[src/rtl/ili_cmd_seq.sv]
// ILI9341 command sequencer: plays the fixed init table, then repeatedly sends a
// full-screen window setup and fills it with FILL_COLOR. ILI_CMD_DELAY_EN enables real DLY waits.
module ili_cmd_seq #(
  parameter int          DW                = 8,
  parameter int          DELAY_UNIT_CYCLES = 100000,
  parameter int          H_RES             = 240,
  parameter int          V_RES             = 320,
  parameter logic [15:0] FILL_COLOR        = 16'hF800
) (
  input  logic          clk,
  input  logic          rst,
  input  logic          i_send_comm_ena,
  input  logic          i_command,
  input  logic          i_spi_ready,
  output logic          o_spi_valid,
  output logic [DW-1:0] o_spi_data,
  output logic          o_spi_dc,
  output logic          o_command_sent,
  output logic          o_frame_done,
  output logic          o_busy
);

  typedef enum logic [2:0] {IDLE, FETCH, SEND, DELAY, DONE, PIXEL} state_t;
  typedef enum logic [1:0] {E_CMD, E_DAT, E_DLY, E_END} etype_t;

  localparam int          NPIX   = H_RES * V_RES;
  localparam int          PCW    = (NPIX > 1) ? $clog2(NPIX) : 1;
  localparam logic [15:0] H_LAST = 16'(H_RES - 1);
  localparam logic [15:0] V_LAST = 16'(V_RES - 1);

  state_t          state_q;
  logic [3:0]      ptr_q;
  logic            loop_q;
  logic [PCW-1:0]  pix_q;
  logic            lo_byte_q;
  logic            valid_q;
  logic [DW-1:0]   data_q;
  logic            dc_q;
  logic            sent_q;
  logic            fdone_q;
`ifdef ILI_CMD_DELAY_EN
  localparam int   DCW = $clog2(255 * DELAY_UNIT_CYCLES + 1);
  logic [DCW-1:0]  dly_cnt_q;
`endif

  logic [9:0] ent;
  logic       xfer;

  assign xfer = valid_q & i_spi_ready;

  // Table entry {type, value}; the loop table's END marks the start of pixel data.
  always_comb begin
    ent = {E_END, 8'h00};
    if (loop_q) begin
      case (ptr_q)
        4'd0:    ent = {E_CMD, 8'h2A};
        4'd1:    ent = {E_DAT, 8'h00};
        4'd2:    ent = {E_DAT, 8'h00};
        4'd3:    ent = {E_DAT, H_LAST[15:8]};
        4'd4:    ent = {E_DAT, H_LAST[7:0]};
        4'd5:    ent = {E_CMD, 8'h2B};
        4'd6:    ent = {E_DAT, 8'h00};
        4'd7:    ent = {E_DAT, 8'h00};
        4'd8:    ent = {E_DAT, V_LAST[15:8]};
        4'd9:    ent = {E_DAT, V_LAST[7:0]};
        4'd10:   ent = {E_CMD, 8'h2C};
        default: ent = {E_END, 8'h00};
      endcase
    end else begin
      case (ptr_q)
        4'd0:    ent = {E_CMD, 8'h01};
        4'd1:    ent = {E_DLY, 8'd120};
        4'd2:    ent = {E_CMD, 8'h11};
        4'd3:    ent = {E_DLY, 8'd120};
        4'd4:    ent = {E_CMD, 8'h3A};
        4'd5:    ent = {E_DAT, 8'h55};
        4'd6:    ent = {E_CMD, 8'h36};
        4'd7:    ent = {E_DAT, 8'h48};
        4'd8:    ent = {E_CMD, 8'h29};
        default: ent = {E_END, 8'h00};
      endcase
    end
  end

  always_ff @(posedge clk or posedge rst) begin
    if (rst) begin
      state_q   <= IDLE;
      ptr_q     <= '0;
      loop_q    <= 1'b0;
      pix_q     <= '0;
      lo_byte_q <= 1'b0;
      valid_q   <= 1'b0;
      data_q    <= '0;
      dc_q      <= 1'b0;
      sent_q    <= 1'b0;
      fdone_q   <= 1'b0;
`ifdef ILI_CMD_DELAY_EN
      dly_cnt_q <= '0;
`endif
    end else begin
      sent_q  <= 1'b0;
      fdone_q <= 1'b0;
      case (state_q)
        IDLE: begin
          if (i_send_comm_ena) begin
            ptr_q   <= '0;
            loop_q  <= 1'b0;
            state_q <= i_command ? DONE : FETCH;
          end
        end
        DONE: begin
          if (!i_send_comm_ena) begin
            state_q <= IDLE;
          end else if (i_command) begin
            ptr_q   <= '0;
            loop_q  <= 1'b1;
            state_q <= FETCH;
          end
        end
        FETCH: begin
          if (!i_send_comm_ena) begin
            state_q <= IDLE;
          end else begin
            case (ent[9:8])
              E_CMD, E_DAT: begin
                valid_q <= 1'b1;
                data_q  <= DW'(ent[7:0]);
                dc_q    <= (ent[9:8] == E_DAT);
                state_q <= SEND;
              end
              E_DLY: begin
`ifdef ILI_CMD_DELAY_EN
                dly_cnt_q <= (ent[7:0] == 8'd0) ? '0
                           : DCW'(int'(ent[7:0]) * DELAY_UNIT_CYCLES - 1);
`endif
                state_q <= DELAY;
              end
              default: begin
                if (loop_q) begin
                  valid_q   <= 1'b1;
                  data_q    <= DW'(FILL_COLOR[15:8]);
                  dc_q      <= 1'b1;
                  lo_byte_q <= 1'b0;
                  pix_q     <= '0;
                  state_q   <= PIXEL;
                end else begin
                  sent_q  <= 1'b1;
                  state_q <= DONE;
                end
              end
            endcase
          end
        end
        SEND: begin
          if (xfer) begin
            valid_q <= 1'b0;
            ptr_q   <= ptr_q + 4'd1;
            state_q <= i_send_comm_ena ? FETCH : IDLE;
          end
        end
        DELAY: begin
          if (!i_send_comm_ena) begin
            state_q <= IDLE;
`ifdef ILI_CMD_DELAY_EN
          end else if (dly_cnt_q != '0) begin
            dly_cnt_q <= dly_cnt_q - 1'b1;
`endif
          end else begin
            ptr_q   <= ptr_q + 4'd1;
            state_q <= FETCH;
          end
        end
        PIXEL: begin
          // valid stays high across pixel bytes so the sender can stream them
          if (xfer) begin
            if (!i_send_comm_ena) begin
              valid_q <= 1'b0;
              state_q <= IDLE;
            end else if (!lo_byte_q) begin
              data_q    <= DW'(FILL_COLOR[7:0]);
              lo_byte_q <= 1'b1;
            end else if (pix_q == PCW'(NPIX - 1)) begin
              valid_q <= 1'b0;
              fdone_q <= 1'b1;
              ptr_q   <= '0;
              state_q <= i_command ? FETCH : DONE;
            end else begin
              pix_q     <= pix_q + 1'b1;
              data_q    <= DW'(FILL_COLOR[15:8]);
              lo_byte_q <= 1'b0;
            end
          end
        end
        default: state_q <= IDLE;
      endcase
    end
  end

  assign o_spi_valid    = valid_q;
  assign o_spi_data     = data_q;
  assign o_spi_dc       = dc_q;
  assign o_command_sent = sent_q;
  assign o_frame_done   = fdone_q;
  assign o_busy         = (state_q != IDLE) && (state_q != DONE);

endmodule

[config.mk]
export PLATFORM = sky130hd
export DESIGN_NAME = ili_cmd_seq
export DESIGN_NICKNAME = d
export VERILOG_FILES = /design/src/rtl/ili_cmd_seq.sv
export SDC_FILE = /design/constraint.sdc
export NUM_CORES = 1
export LEC_CHECK = 0
export BUFFER_PORTS_ARGS = -buffer_cell sky130_fd_sc_hd__buf_2
export CORE_ASPECT_RATIO = 1.4
export CORE_MARGIN = 8
export CORE_UTILIZATION = 45
export DETAILED_ROUTE_END_ITERATION = 10
export PLACE_DENSITY = 0.64
export SLEW_MARGIN = 40
export SYNTH_ARGS = -nofsm -noshare
export SYNTH_HDL_FRONTEND = slang
export SYNTH_SLANG_ARGS = --single-unit
[constraint.sdc]
create_clock -name clk -period 3.41 [get_ports clk]
set_input_delay 0.341 -clock clk [delete_from_list [all_inputs] [get_ports clk]]
set_output_delay 0.341 -clock clk [all_outputs]
set_load 0.02 [all_outputs]
Yosys cells after proc, flatten, opt, wreduce, memory -nomap -nowiden
Memories as Yosys holds them, arrays and structs flattened.
Cells that the tools add are included.
{ "totals": {"register_bits": 38, "memories": 2, "in_bits": 5, "output_inout_bits": 13, "mem_bits_ro": 304} }
{ "classes": {"bitwise_logic": 2, "n_mux": 72, "addsub": 2, "n_reduce_logical": 19, "n_eq_ne": 28} }
{ "memory_table": {"columns": ["name", "words", "width", "read_ports", "rd_ports_with_merged_regs", "wr", "line_no", "rtl"], "rows": [
  ["(no name shown)", 16, 10, 1, 0, 0, "55", "case (ptr_q)"],
  ["(no name shown)", 16, 9, 1, 0, 0, "70", "case (ptr_q)"]
]} }
{ "op_table": {"columns": ["op", "n"], "rows": [
  ["two-way mux 17 bit", 7],
  ["two-way mux 8 bit", 6],
  ["two-way mux 4 bit", 9],
  ["case mux 17 bit (2 select lines)", 1],
  ["two-way mux 3 bit", 11],
  ["case mux 8 bit (2 select lines)", 2],
  ["!= test 2 bit (second input constant)", 14],
  ["two-way mux 1 bit", 27],
  ["case mux 4 bit (5 select lines)", 1],
  ["!= test 3 bit (second input constant)", 6],
  ["case mux 3 bit (6 select lines)", 1],
  ["adder 17 x 1 -> 17 bit (second input constant)", 1],
  ["== test 17 bit (second input constant)", 1],
  ["AND reduction 8 bit", 2],
  ["AND reduction 6 bit", 2],
  ["two-way mux 10 bit", 1],
  ["AND reduction 10 bit", 1],
  ["case mux 1 bit (2 select lines)", 4],
  ["AND reduction 4 bit", 2],
  ["AND reduction 7 bit", 1],
  ["== test 3 x 2 -> 1 bit (second input constant)", 2],
  ["== test 3 bit (second input constant)", 2],
  ["case mux 3 bit (2 select lines)", 1],
  ["nonzero test 2 bit", 3],
  ["other kinds (14)", 15]
]} }

Longest topological paths before layout
An unclocked memory read counts as a cell.
{ "depth": {"word_depth": 7, "mapped_depth": 9} }

Least setup slack after synthesis
No wires, ideal clock.
{ "synth_timing": {"kind": "register to register", "start": "reg ptr_q[0]", "end": "reg data_q[0] (netlist: o_spi_data[0])", "arrival_ps": 2303, "slack_ps": 982, "t_required_ps": 3285, "stages_incl_launch_ff": 8, "path_cell_list": "dfrtp_1 -> inv_1 -> ha_1 -> nand2b_1 -> a211oi_4 -> a21boi_2 -> a2111oi_4 -> mux2_2"} }
{ "synth_between": {"elab_chain_cells": 7} }
{ "synth_lines": {"columns": ["item", "line_no", "rtl"], "rows": [
  ["start, declared", "32", "logic [3:0] ptr_q;"],
  ["start signal, assigned", "157", "ptr_q <= ptr_q + 4'd1;"],
  ["start signal, assigned", "169", "ptr_q <= ptr_q + 4'd1;"],
  ["memory (16 x 9 bit) / memory (16 x 10 bit) (equally long branches)", null, null],
  ["two-way mux 10 bit *", "54", "if (loop_q) begin"],
  ["== test 2 x 1 -> 1 bit / logical NOT 2 bit (equally long branches)", "124", "case (ent[9:8])"],
  ["OR reduction 2 bit", null, null],
  ["case mux 8 bit (2 select lines)", "124", null],
  ["two-way mux 8 bit", "121", "if (!i_send_comm_ena) begin"],
  ["case mux 8 bit (2 select lines)", "103", "case (state_q)"],
  ["end signal, assigned", "127", "data_q <= DW'(ent[7:0]);"],
  ["end signal, assigned", "141", "data_q <= DW'(FILL_COLOR[15:8]);"],
  ["end signal, assigned", "180", "data_q <= DW'(FILL_COLOR[7:0]);"],
  ["end, declared", "37", "logic [DW-1:0] data_q;"]
]} }
Every way passes the cells marked *; elsewhere a longest branch is shown, timed or not. The select of a mux whose other input is x is not followed.
A chain may end at the register's enable or synchronous reset.

Worst setup path in the final report
{ "layout_timing": {"start": "reg ptr_q[2]", "end": "reg data_q[2] (netlist: o_spi_data[2])"} }
The elaborated chain is that of the path after synthesis.

==> impl_metrics.json <==
{
  "final_layout_size_suffix_gt1_frac": 0.154,
  "rsz0062_at_grt": "false",
  "seqPwrFrac": 0.367,
  "reg2reg_to": "o_spi_data[2]",
  "slew_viol_final": 0,
  "fin_crit_sh": 0.799,
  "max_freq_mhz": 367,
  "grt_max_degree": 39,
  "area_growth_pct": 7.98,
  "worstPathMaxFanout": 18,
  "synthCells": 308,
  "syn-num-nets": 321,
  "dp_worst_setup_slack_ns": 0.694,
  "finalSetupViolCount": 0,
  "clkPwrFrac": 0.173,
  "num_vias": 2444,
  "crit_start": "ptr_q[2]",
  "ys_seq_elements": 38,
  "initial_core_util": 0.463,
  "cts_tree": "built",
  "synth-edff-count": 0,
  "post-synth-top-count-cell": "dfrtp_1",
  "period_needed_ns": 2.72,
  "grt_pass1_vias": 2392,
  "p_sw_uw": 827,
  "dpl_cell_area_um2": 2820,
  "antenna_found_initial": 0,
  "power_density_nw_per_um2": 647,
  "cts_setup_buffers": 0,
  "p_leak_uw": 0.00130,
  "clock_latency_ns": 0.29,
  "routabilityCongestion": 0.887,
  "die_x_um": 81.4,
  "core_area_um2": 5820,
  "rrSetupSlack_ns": 0.69,
  "synth_cell_types": 66,
  "ys_warn_count": 0,
  "synth_top_cells_by_count": "38 x dfrtp_1, 27 x nand2_1, 21 x nor2_1",
  "hpwl_mm": 4.93,
  "wire_per_inst_um": 17.8,
  "cts_hold_buf": 0,
  "worst_pin_slew_ns": 0.735,
  "ff2ff_path_depth": 7,
  "endpoint_kind": "flip-flop",
  "drtIter0Drc": 151,
  "drv_cap": 0,
  "timing.rr.start": "ptr_q[2]",
  "endpoint": "o_spi_data[2]",
  "ctsResizeCount": 0,
  "worstPathRequired_ns": 3.59,
  "htree_levels": 2,
  "die_h_um": 108,
  "diodes": 0,
  "intPower_uw": 1060,
  "clkSinkCount": 38,
  "fin_skew_ns": 0.00747,
  "port_buffers": 17,
  "min_path_type": "in -> async",
  "ant_nets": 0,
  "clock_path_buffers": 2,
  "cp.arrival_ns": 2.90,
  "vdd.ir_drop.worst_v": 0.000365,
  "avgSynthCellArea_um2": 8.76,
  "cts_buffers": 5,
  "timing.final.ws_setup_ns": 0.686,
  "rows": 33,
  "wl_mm": 6.92,
  "power_switching_share": 0.439,
  "stdcell_count": 389,
  "synth_area_um2": 2700,
  "combPwrFrac": 0.460,
  "synth_top_cell_by_area": "dfrtp_1",
  "max-slew-margin-rel": 0.510,
  "final_area_um2": 2910,
  "power.total_uw": 1880,
  "gr-total-overflow": 0,
  "criticalPathCategory": "reg -> reg",
  "hold_viol_final": 0,
  "grt_util_all_layers": 0.168,
  "viasPerCell": 6.28,
  "cts.clk_slew.worst_paths_ns": 0.08,
  "ys.flop_type": "dfrtp_1",
  "yosysSeqAreaShare": 0.353,
  "dp_cells": 381,
  "clock-root-buffer": "clkbuf_8",
  "fin_nets": 331,
  "ios": 18,
  "status": "finished, final reports clean",
  "grt_pass1_wl_mm": 11.6,
  "tns_ns": 0,
  "cp-start-kind": "flip-flop",
  "synthDominantCellAreaShare": 0.353,
  "synth_area_leaders": "dfrtp_1 35%, mux2_2 4.2%, nand2_1 3.8%",
  "first_pass_iters": 4,
  "die_area_um2": 8760,
  "synthArstFlopShare": 1.00,
  "drc_errors": 0
}
==> power by group through the flow <==
| stage | sequential, uW | combinational [uW] | clock (uW) |
|---|---|---|---|
| floorplan | 681 | 653 | 0 |
| global placement | 696 | 859 | 0 |
| detailed placement | 699 | 863 | 0 |
| CTS | 688 | 866 | 335 |
| global route | 710 | 963 | 354 |
| finish | 691 | 867 | 327 |
==> worst max-delay path: stages, from the launching register on <==
cell       delay (ns)
dfrtp_1          0.61
inv_1            0.26
ha_1             0.19
nand3b_1         0.11
o211ai_2         0.16
a21boi_2         0.22
a2111oi_4        0.66
mux2_2           0.40
==> sequential cells by signal (all words and copies together) (netlist names) <==
signal and count:
o_spi_dc 1, o_spi_valid 1, pix_q 17, o_command_sent 1, state_q 3, ptr_q 4
o_frame_done 1, o_spi_data 8, loop_q 1, lo_byte_q 1
==> metal layers <==
layer | track usage | up-vias | part of all wire
met5 | 0 | - | 0
met4 | 0.0769 | 0 | 0.019
met3 | 0.0376 | 13 | 0.041
met2 | 0.305 | 53 | 0.55
met1 | 0.174 | 1193 | 0.39
li1 | - | 1185 | -
==> cell families (layout without fill, tap and decap cells) <==
family          count (synthesis)  after routing  share of synthesized area
compound gates                 88             88                      0.243
xor+xnor                        2              2                    0.00649
fa+ha+maj                       8              8                     0.0371
buf+inv                        29             40                     0.0431
flops                          38             38                      0.353
mux                            14             14                     0.0566
simple gates                  129            129                      0.262
==> metrics by stage <==
stage	hold slack, ns	utilization
3_3_place_gp	0.460	0.485
6_report	0.147	0.500
4_1_cts	0.181	0.500
3_5_place_dp	0.474	0.485
2_1_floorplan	0.441	-
5_1_grt	0.198	0.500
==> layout make-up <==
class / instances / area (um^2)
fillers: 559 / 2910
multi-input cells: 241 / 1630
flip-flops and latches: 38 / 951
repair buffers: 20 / 108
well taps: 70 / 87.6
clock buffers: 7 / 86.3
inverters: 12 / 45.0
clock inverters: 1 / 5.00
==> worst min path at each step <==
stage	startpoint	cells after the start	to
global route	rst	3	pix_q[2]
CTS	rst	3	pix_q[10]
global placement	pix_q[16]	1	pix_q[16]
finish	rst	3	pix_q[6]
floorplan	pix_q[16]	1	pix_q[16]
detailed placement	pix_q[16]	1	pix_q[16]
==> cells in the final DEF, fill, tap and decap left out, types with 2 or more instances in the layout <==
cell      synthesis  final
dfrtp_1          38     38
nand2_1          27     27
nor2_1           21     21
nand3_1          17     17
buf_2             3     17
a21oi_1          15     15
o21ai_0          14     14
a31oi_1          13     13
inv_1            12     12
and3_1           11     11
mux2_2           10     10
nand4_1           9      9
a211o_1           9      9
nor3_1            8      8
ha_1              8      8
clkbuf_8          0      6
nand2b_1          5      5
nor4_1            5      5
o31ai_1           5      5
mux2i_1           4      4
nor2b_1           3      3
nand3b_1          3      3
a211oi_1          3      3
o211a_1           3      3
buf_4             1      3
or2_2             2      2
or4_1             2      2
and2_1            2      2
and4_1            2      2
o31a_1            2      2
xor2_1            2      2
o22ai_1           2      2
o211ai_1          2      2
(Power assumes the default switching activity.)
